===== src/rtl/ofdm_pkg.sv =====
// Shared OFDM constants and types for the 256-point FFT receive and transmit chains.
package ofdm_pkg;

    localparam int unsigned FFT_N          = 256;
    localparam int unsigned SAMPLE_W       = 16;
    localparam int unsigned IDX_W          = $clog2(FFT_N);
    // Default cyclic-prefix length, shared with the transmit-side CP inserter
    localparam int unsigned CP_LEN_DEFAULT = 16;

    typedef logic signed [SAMPLE_W-1:0] sample_t;
    typedef logic [IDX_W-1:0]           idx_t;

    typedef enum logic [1:0] {
        IDLE,
        CP,
        BODY
    } cp_state_e;

endpackage


===== src/rtl/cp_strip_256_if.sv =====
// Sample-stream bundle between the sample-alignment logic, the CP stripper and the FFT input.
interface cp_strip_256_if;
    import ofdm_pkg::*;

    logic    in_valid;
    logic    in_sync;
    sample_t x_real;
    sample_t x_img;
    sample_t y_real;
    sample_t y_img;
    logic    out_valid;
    idx_t    sample_idx;
    logic    frame_done;
    logic    frame_err;

    modport master (
        output in_valid, in_sync, x_real, x_img,
        input  y_real, y_img, out_valid, sample_idx, frame_done, frame_err
    );

    modport slave (
        input  in_valid, in_sync, x_real, x_img,
        output y_real, y_img, out_valid, sample_idx, frame_done, frame_err
    );

endinterface


===== src/rtl/cp_strip_ctrl.sv =====
// Symbol framing state machine: tracks CP/BODY position and produces registered strobes.
module cp_strip_ctrl
    import ofdm_pkg::*;
#(
    parameter int unsigned CP_LEN = CP_LEN_DEFAULT
) (
    input  logic clk,
    input  logic rst,
    input  logic in_valid,
    input  logic in_sync,
    output logic take,
    output logic emit,
    output idx_t idx,
    output logic done,
    output logic err
);

    localparam bit   CpOne   = (CP_LEN == 1);
    localparam idx_t CpLast  = idx_t'(CP_LEN - 1);
    localparam idx_t IdxLast = idx_t'(FFT_N - 1);

    cp_state_e state;
    idx_t      cnt;

    // Samples that will appear on the output one cycle later
    assign take = (state == BODY) && in_valid && !in_sync;

    always_ff @(posedge clk) begin
        if (rst) begin
            state <= IDLE;
            cnt   <= '0;
            emit  <= 1'b0;
            idx   <= '0;
            done  <= 1'b0;
            err   <= 1'b0;
        end else begin
            emit <= 1'b0;
            idx  <= '0;
            done <= 1'b0;
            err  <= 1'b0;
            if (in_valid && in_sync) begin
                // A sync sample always opens a new CP; mid-symbol it also aborts the old one
                err   <= (state != IDLE);
                state <= CpOne ? BODY : CP;
                cnt   <= CpOne ? idx_t'(0) : idx_t'(1);
            end else begin
                unique case (state)
                    IDLE: ;
                    CP: begin
                        if (in_valid) begin
                            if (cnt == CpLast) begin
                                state <= BODY;
                                cnt   <= '0;
                            end else begin
                                cnt <= cnt + idx_t'(1);
                            end
                        end
                    end
                    BODY: begin
                        if (!in_valid) begin
                            err   <= 1'b1;
                            state <= IDLE;
                            cnt   <= '0;
                        end else begin
                            emit <= 1'b1;
                            idx  <= cnt;
                            if (cnt == IdxLast) begin
                                done  <= 1'b1;
                                state <= IDLE;
                                cnt   <= '0;
                            end else begin
                                cnt <= cnt + idx_t'(1);
                            end
                        end
                    end
                    default: begin
                        state <= IDLE;
                        cnt   <= '0;
                    end
                endcase
            end
        end
    end

endmodule


===== src/rtl/cp_strip_256.sv =====
// Cyclic-prefix remover feeding the 256-point FFT; optional CP_STRIP_ERR_CNT_EN adds err_count.
module cp_strip_256
    import ofdm_pkg::*;
#(
    parameter int unsigned CP_LEN = CP_LEN_DEFAULT
) (
    input  logic                 clk,
    input  logic                 rst,
    cp_strip_256_if.slave        bus
`ifdef CP_STRIP_ERR_CNT_EN
    ,
    output logic [15:0]          err_count
`endif
);

    logic    take;
    logic    emit;
    idx_t    idx;
    logic    done;
    logic    err;
    sample_t y_real_q;
    sample_t y_img_q;

    cp_strip_ctrl #(
        .CP_LEN (CP_LEN)
    ) u_ctrl (
        .clk      (clk),
        .rst      (rst),
        .in_valid (bus.in_valid),
        .in_sync  (bus.in_sync),
        .take     (take),
        .emit     (emit),
        .idx      (idx),
        .done     (done),
        .err      (err)
    );

    // Data is forced to zero whenever no sample is being emitted
    always_ff @(posedge clk) begin
        if (rst) begin
            y_real_q <= '0;
            y_img_q  <= '0;
        end else if (take) begin
            y_real_q <= bus.x_real;
            y_img_q  <= bus.x_img;
        end else begin
            y_real_q <= '0;
            y_img_q  <= '0;
        end
    end

    assign bus.y_real     = y_real_q;
    assign bus.y_img      = y_img_q;
    assign bus.out_valid  = emit;
    assign bus.sample_idx = idx;
    assign bus.frame_done = done;
    assign bus.frame_err  = err;

`ifdef CP_STRIP_ERR_CNT_EN
    always_ff @(posedge clk) begin
        if (rst) begin
            err_count <= '0;
        end else if (err && (err_count != 16'hFFFF)) begin
            err_count <= err_count + 16'd1;
        end
    end
`endif

endmodule


===== src/flat_wrapper.sv =====
// flat-port wrapper written by rule: the top's interface ports become plain ports
module cp_strip_256_flat import ofdm_pkg::*;
#(
    parameter int unsigned CP_LEN = CP_LEN_DEFAULT
)
  (clk, rst, bus_in_valid, bus_in_sync, bus_x_real, bus_x_img, bus_y_real, bus_y_img, bus_out_valid, bus_sample_idx, bus_frame_done, bus_frame_err);
  cp_strip_256_if bus_i ();
  input  logic clk;
  input  logic rst;
  input wire logic [$bits(bus_i.in_valid)-1:0] bus_in_valid;
  input wire logic [$bits(bus_i.in_sync)-1:0] bus_in_sync;
  input wire logic [$bits(bus_i.x_real)-1:0] bus_x_real;
  input wire logic [$bits(bus_i.x_img)-1:0] bus_x_img;
  output wire logic [$bits(bus_i.y_real)-1:0] bus_y_real;
  output wire logic [$bits(bus_i.y_img)-1:0] bus_y_img;
  output wire logic [$bits(bus_i.out_valid)-1:0] bus_out_valid;
  output wire logic [$bits(bus_i.sample_idx)-1:0] bus_sample_idx;
  output wire logic [$bits(bus_i.frame_done)-1:0] bus_frame_done;
  output wire logic [$bits(bus_i.frame_err)-1:0] bus_frame_err;
  assign bus_i.in_valid = bus_in_valid;
  assign bus_i.in_sync = bus_in_sync;
  assign bus_i.x_real = bus_x_real;
  assign bus_i.x_img = bus_x_img;
  assign bus_y_real = bus_i.y_real;
  assign bus_y_img = bus_i.y_img;
  assign bus_out_valid = bus_i.out_valid;
  assign bus_sample_idx = bus_i.sample_idx;
  assign bus_frame_done = bus_i.frame_done;
  assign bus_frame_err = bus_i.frame_err;
  cp_strip_256 #(.CP_LEN(CP_LEN)) u_core (.clk(clk), .rst(rst), .bus(bus_i));
endmodule

===== config.mk =====
export PLATFORM = sky130hd
export DESIGN_NAME = cp_strip_256_flat
export DESIGN_NICKNAME = d
export VERILOG_FILES = /design/src/rtl/ofdm_pkg.sv /design/src/rtl/cp_strip_256_if.sv /design/src/rtl/cp_strip_ctrl.sv /design/src/rtl/cp_strip_256.sv /design/src/flat_wrapper.sv
export SDC_FILE = /design/constraint.sdc
export NUM_CORES = 1
export LEC_CHECK = 0
export BUFFER_PORTS_ARGS = -buffer_cell sky130_fd_sc_hd__buf_2
export CELL_PAD_IN_SITES_DETAIL_PLACEMENT = 2
export CELL_PAD_IN_SITES_GLOBAL_PLACEMENT = 2
export CORE_MARGIN = 2
export CORE_UTILIZATION = 24
export CTS_CLUSTER_DIAMETER = 50
export CTS_CLUSTER_SIZE = 28
export DETAILED_ROUTE_END_ITERATION = 10
export PLACE_DENSITY = 0.83
export SLEW_MARGIN = 20
export SYNTH_ARGS = -nofsm -noshare
export SYNTH_HDL_FRONTEND = slang
export SYNTH_SLANG_ARGS = --single-unit
export TNS_END_PERCENT = 100

===== constraint.sdc =====
create_clock -name clk -period 1.7 [get_ports clk]
set_input_delay 0.255 -clock clk [delete_from_list [all_inputs] [get_ports clk]]
set_output_delay 0.255 -clock clk [all_outputs]
set_load 0.005 [all_outputs]

==> flow_summary.json, run 1 <==
{
  "outcome": "finished, final reports clean",
  "syn_inst": 177,
  "grt_pass1_wl_microns": 8721,
  "dp_cells": 351,
  "numClockSinks": 53,
  "ys.flop_type": "dfxtp_1",
  "required_ns": 1.93,
  "hold_slack_ns": 0.1722,
  "clock_latency_ns": 0.30,
  "fin_setup_tns_ns": 0,
  "report.final.slew_viol_count": 0,
  "grt_util_all_layers_pct": 13.10,
  "diodes": 0,
  "port_buffers": 78,
  "yosysTopAreaCell": "dfxtp_1",
  "gr-total-overflow": 0,
  "critPathMaxFanout": 4,
  "fmax_ghz": 0.6214,
  "via_per_inst": 4.511,
  "skew_ns": 0.01161,
  "crit_end": "u_core.u_ctrl.cnt[0]",
  "nets": 302,
  "clkTransAtPathRegs_ns": 0.09,
  "critical_path_class": "reg2reg",
  "r2r-start": "u_core.u_ctrl.state[1]",
  "die-area_sq_um": 8276,
  "dr.pass1.iters": 3,
  "cts_tree": "yes",
  "start_util_pct": 24.90,
  "end_kind": "flip-flop",
  "grt_pass1_vias": 1690,
  "tightest_slew_ns": 0.3771,
  "hp-class": "in2reg",
  "place.gp.congestion": 0.7965,
  "hold_viol": 0,
  "crit_start": "u_core.u_ctrl.state[1]",
  "yosysWarnings": 0,
  "async_flop_share_pct": 0,
  "drc_errors": 0,
  "core_sq_um": 7292,
  "synth_area_sq_um": 1815,
  "cts_buffer_depth": 2,
  "r2r-end": "u_core.u_ctrl.cnt[0]",
  "synth_area_leaders": "dfxtp_1 58%, and3_1 15%, ha_1 2.8%, clkbuf_1 2.1%, xor2_1 1.4%",
  "synth_fp_nets": 217,
  "synth_common_cells": "53 x dfxtp_1, 43 x and3_1, 10 x clkbuf_1",
  "ant_nets": 0,
  "irDropWorstVdd_mv": 0.2963,
  "power_leakage_uw": 0.001310,
  "yosysMostFrequentCell": "dfxtp_1",
  "setup_viol": 0,
  "drtIter0Drc": 44,
  "ys_types": 32,
  "start_kind": "flip-flop",
  "drive_gt1_share_pct": 42.59,
  "vias": 1633,
  "p_total_uw": 2180,
  "rows": 31,
  "syn_area_per_cell_sq_um": 10.26,
  "synth-seq-cells": 53,
  "hpwl_microns": 4045,
  "routed_wl_microns": 5583,
  "rr_worst_depth": 6,
  "syn_to_final_growth_pct": 40.25,
  "synth-edff-count": 0,
  "wire_per_inst_microns": 15.42,
  "post-route-min-period_ns": 1.609,
  "die_h_microns": 90.98,
  "seq_area_frac_synth_pct": 58.44,
  "drv_cap": 0,
  "h-tree-depth": 2,
  "root_buffer": "clkbuf_8",
  "grt_max_degree": 48,
  "r2r_slack_ns": 0.09,
  "max-slew-margin-rel_pct": 74.67,
  "synth_top_area_share_pct": 58.44,
  "num_io_pins": 79,
  "finalNonFillerCells": 362,
  "arrival_ns": 1.84,
  "power_density_nw_per_um2": 856.0,
  "antenna_found_initial": 0,
  "cts_buffers": 5,
  "period_share_pct": 94.66,
  "ctsHoldBuffers": 0,
  "fp.dieW_microns": 90.98
}
## stage by stage
stage / utilization (%) / worst slack (ns) / instance area (sq um)
global route: 34.92 / -0.01629 / 2546
finish: 34.92 / 0.09070 / 2546
detailed placement: 32.36 / -0.02807 / 2360
CTS: 33.73 / 0.01146 / 2460
global placement: 32.36 / 0.09809 / 2360
floorplan: - / 0.006595 / 1815
## cell type report
type	count	area [sq um]
Fill cell	848	4746
Sequential cell	53	1062
Multi-Input combinational cell	106	753.2
Timing Repair Buffer	90	496.7
Tap cell	99	123.9
Clock buffer	6	72.57
Inverter	6	22.52
Clock inverter	2	15.01
## report_power, final
| group | internal (uW) | switching (uW) | total (uW) |
|---|---|---|---|
| combinational | 98.0 | 124 | 222 |
| clock | 291 | 405 | 696 |
| sequential | 1260 | 6.97 | 1260 |
| total | 1640 | 536 | 2180 |
## worst max-delay path, stage by stage (launching register included)
cell and delay (ns):
dfxtp_2 0.36, inv_1 0.07, ha_2 0.18, nor2b_1 0.15, or2_4 0.26, a2111o_1 0.38, a31oi_1 0.15
## cell usage in the layout (no fill, tap or decap), types with 2 or more instances in the layout
cell and instances:
a31oi_1 2, o211ai_1 3, buf_2 78, nor2b_1 2
buf_4 10, and3_1 43, clkinvlp_4 2, nand2_1 6
xor2_1 3, nand3_1 4, dfxtp_1 52, a21oi_1 3
inv_1 6, o21ai_0 2, o21ai_2 2, nor2_1 6
and2_1 2, clkbuf_8 5, ha_2 2, nor3_1 4
nor4_4 2, nand4_1 2, xnor2_1 2
## worst min-delay path by stage
| stage | start | to | slack [ns] | depth (start not counted) |
|---|---|---|---|---|
| 2_1_floorplan | rst | u_core.u_ctrl.state[0] | 0.32 | 1 |
| 3_3_place_gp | u_core.u_ctrl.cnt[1] | u_core.u_ctrl.cnt[1] | 0.48 | 2 |
| 3_5_place_dp | bus_x_img[10] | u_core.bus.y_img[10] | 0.48 | 2 |
| 4_1_cts | bus_x_real[15] | u_core.bus.y_real[15] | 0.17 | 2 |
| 5_1_grt | bus_x_img[1] | u_core.bus.y_img[1] | 0.17 | 2 |
| 6_report | bus_x_img[0] | u_core.bus.y_img[0] | 0.17 | 2 |
## cell families after synthesis
logic type / after synthesis / synth area share [%]
AO/OA/AOI/OAI: 20 / 7.650
XOR/XNOR: 5 / 2.413
adder cells (fa/ha/maj): 4 / 2.757
buffers and inverters: 18 / 4.204
flip-flops: 53 / 58.44
AND/OR/NAND/NOR: 77 / 24.53
## state kept, by name, indices dropped and copies added (netlist names)
| signal | count |
|---|---|
| u_core.u_ctrl.idx | 8 |
| u_core.u_ctrl.done | 1 |
| u_core.u_ctrl.cnt | 8 |
| u_core.u_ctrl.err | 1 |
| u_core.bus.y_img | 16 |
| u_core.bus.y_real | 16 |
| u_core.u_ctrl.state | 2 |
| u_core.u_ctrl.emit | 1 |
## layer usage
layer	global-route usage (%)	vias to the layer above	wire length (microns)
met5	0	-	0
met4	3.283	0	46
met3	3.568	7	293
met2	22.65	52	2819
met1	16.11	787	2424
li1	-	787	-
## what timing repair did
item / CTS / global route
resized for setup: 2 / 14
setup buffers: 0 / 3
setup endpoints to repair: 2 / 9
pin swaps: 0 / 5
hold endpoints to repair: 0 / 0
No activity file was read; power rests on OpenSTA's default activity.
==> run 2: changes to the inputs <==
BUFFER_PORTS_ARGS = -buffer_cell sky130_fd_sc_hd__buf_4   (was -buffer_cell sky130_fd_sc_hd__buf_2)
==> run 2 against run 1 <==
Compared with the run above: clock power is 2% higher; highest routed layer unchanged; core utilization increased by 2.4 points; combinational power rose by 18%; cell area up 7.0%; worst setup slack lost 0.017 ns; non-clock buffer count shrank 1; fmax decreased by 1.0%; hold slack worse by 0.0051 ns; routed wire length up 6.3%; via count up 2.4%.
==> flow_summary.json, run 2 (synthesis gave the netlist of run 1 again) <==
{
  "outcome": "finished, final reports clean",
  "numClockSinks": 53,
  "wl_met2_microns": 3113,
  "cts_buffer_depth": 2,
  "gr-total-overflow": 0,
  "drtIter0Drc": 52,
  "nets": 301,
  "skew_ns": 0.004524,
  "wl_met3_microns": 399,
  "worst_path_largest_cell_delay_ns": 0.38,
  "routed.top_layer": "met4",
  "power_leakage_uw": 0.001334,
  "start_kind": "flip-flop",
  "end_kind": "flip-flop",
  "drive_gt1_share_pct": 42.75,
  "hp-class": "in2reg",
  "critical_path_class": "reg2reg",
  "rows": 31,
  "r2r-start": "u_core.u_ctrl.state[1]",
  "hold_start": "rst",
  "start_util_pct": 24.90,
  "grt_pass1_wl_microns": 9397,
  "mostFrequentLayoutCells": "87 x buf_4, 51 x dfxtp_1, 43 x and3_1",
  "fillers": 841,
  "diodes": 0,
  "r2r-end": "u_core.u_ctrl.cnt[0]",
  "power_density_nw_per_um2": 820.8,
  "wire_per_inst_microns": 16.44,
  "grt_util_all_layers_pct": 14.18,
  "post-route-min-period_ns": 1.626,
  "r2r_slack_ns": 0.07,
  "irDropWorstVdd_mv": 0.3050,
  "report.final.slew_viol_count": 0,
  "tightest_slew_ns": 0.3683,
  "core_sq_um": 7292,
  "place.gp.congestion": 0.8261,
  "clkTransAtPathRegs_ns": 0.10,
  "cp_top_family": "compound AO/OA/AOI/OAI gates",
  "vias": 1673,
  "final_area_sq_um": 2724,
  "via_per_inst": 4.634,
  "path_cells": "inv_2 -> ha_4 -> nor2b_4 -> or2_4 -> a2111o_1 -> a31oi_1",
  "rr_worst_depth": 6,
  "crit_buf_inv": 1,
  "holdPathEnd": "u_core.u_ctrl.state[0]",
  "fmax_ghz": 0.6149,
  "root_buffer": "clkbuf_8",
  "hold_slack_ns": 0.1670,
  "hold_viol": 0,
  "period_share_pct": 95.66,
  "max-slew-margin-rel_pct": 75.22,
  "wl_met1_microns": 2372,
  "routed_wl_microns": 5936,
  "drc_errors": 0,
  "fp.dieW_microns": 90.98,
  "required_ns": 1.93,
  "num_io_pins": 79,
  "setup_viol": 0,
  "ctsHoldBuffers": 0,
  "antenna_found_initial": 0,
  "drv_cap": 0,
  "cts_tree": "yes",
  "hold_depth": 2,
  "ant_nets": 0,
  "dr.pass1.iters": 4,
  "hpwl_microns": 4112,
  "h-tree-depth": 2,
  "final_common_cell": "buf_4",
  "slowest_stage": "dfxtp_4",
  "clock_latency_ns": 0.31,
  "arrival_ns": 1.86,
  "grt_pass1_vias": 1770,
  "die_h_microns": 90.98,
  "place_area_sq_um": 2540,
  "cp.depth": 6,
  "critPathMaxFanout": 7,
  "cts_buffers": 5,
  "die-area_sq_um": 8276,
  "syn_to_final_growth_pct": 50.03,
  "port_buffers": 78,
  "grt_max_degree": 48
}
-- run 2: cell types whose count changed in the layout (fill, tap and decap cells not counted), moves of 2 or more --
cell    delta
inv_1      -2
ha_4       +2
nor4_1     +2
buf_4     +77
buf_2     -78
inv_2      +2
nor4_4     -2
-- run 2: layout make-up --
| cell class | count | area [sq um] | area share (%) |
|---|---|---|---|
| multi-input combinational | 106 | 739.5 | 27.15 |
| sequential | 53 | 1066 | 39.14 |
| clock buffer | 6 | 72.57 | 2.664 |
| clock inverter | 2 | 15.01 | 0.5512 |
| inverter | 6 | 22.52 | 0.8268 |
| tap | 99 | 123.9 | 4.548 |
| timing repair buffer | 89 | 684.4 | 25.13 |
-- run 2: worst max-delay path by stage --
stage	from	to	slack, ns
finish	u_core.u_ctrl.state[1]	u_core.u_ctrl.cnt[0]	0.07
global placement	u_core.u_ctrl.state[1]	u_core.u_ctrl.cnt[0]	0.06
CTS	u_core.u_ctrl.state[1]	u_core.u_ctrl.cnt[0]	0.03
global route	u_core.u_ctrl.state[1]	u_core.u_ctrl.cnt[0]	-0.02
detailed placement	u_core.u_ctrl.state[1]	u_core.u_ctrl.cnt[0]	-0.07
floorplan	u_core.u_ctrl.state[1]	u_core.u_ctrl.cnt[0]	0.007
-- run 2: power by group --
part	leakage [uW]	total [uW]	switching [uW]	internal (uW)
clock	0.0000374	710	419	291
sequential	0.000429	1260	9.15	1250
combinational	0.000868	262	124	138
-- run 2: worst reg2reg max path: stages, from the launching register on --
cell,delay (ns)
dfxtp_4,0.38
inv_2,0.06
ha_4,0.16
nor2b_4,0.14
or2_4,0.27
a2111o_1,0.38
a31oi_1,0.17
-- run 2: routing by layer --
metal,track usage (%),vias to the layer above
met5,0,-
met4,3.030,0
met3,4.398,6
met2,25.49,56
met1,16.49,824
li1,-,787
-- run 2: repair_timing --
| action | CTS | global route |
|---|---|---|
| setup endpoints to repair | 7 | 9 |
| resized for setup | 5 | 14 |
| buffers inserted | 0 | 4 |
| cloned | 0 | 0 |
| pin swaps | 0 | 4 |
-- run 2: through the flow --
step / TNS [ns] / total power (uW) / cells / setup WS, ns / util [%]
floorplan: 0 / 1392 / 177 / 0.006595 / -
global placement: 0 / 1508 / 349 / 0.06344 / 34.83
detailed placement: -0.3223 / 1520 / 349 / -0.07008 / 34.83
CTS: 0 / 2235 / 357 / 0.02752 / 36.24
global route: -0.01682 / 2351 / 361 / -0.01682 / 37.35
finish: 0 / 2236 / 361 / 0.07370 / 37.35
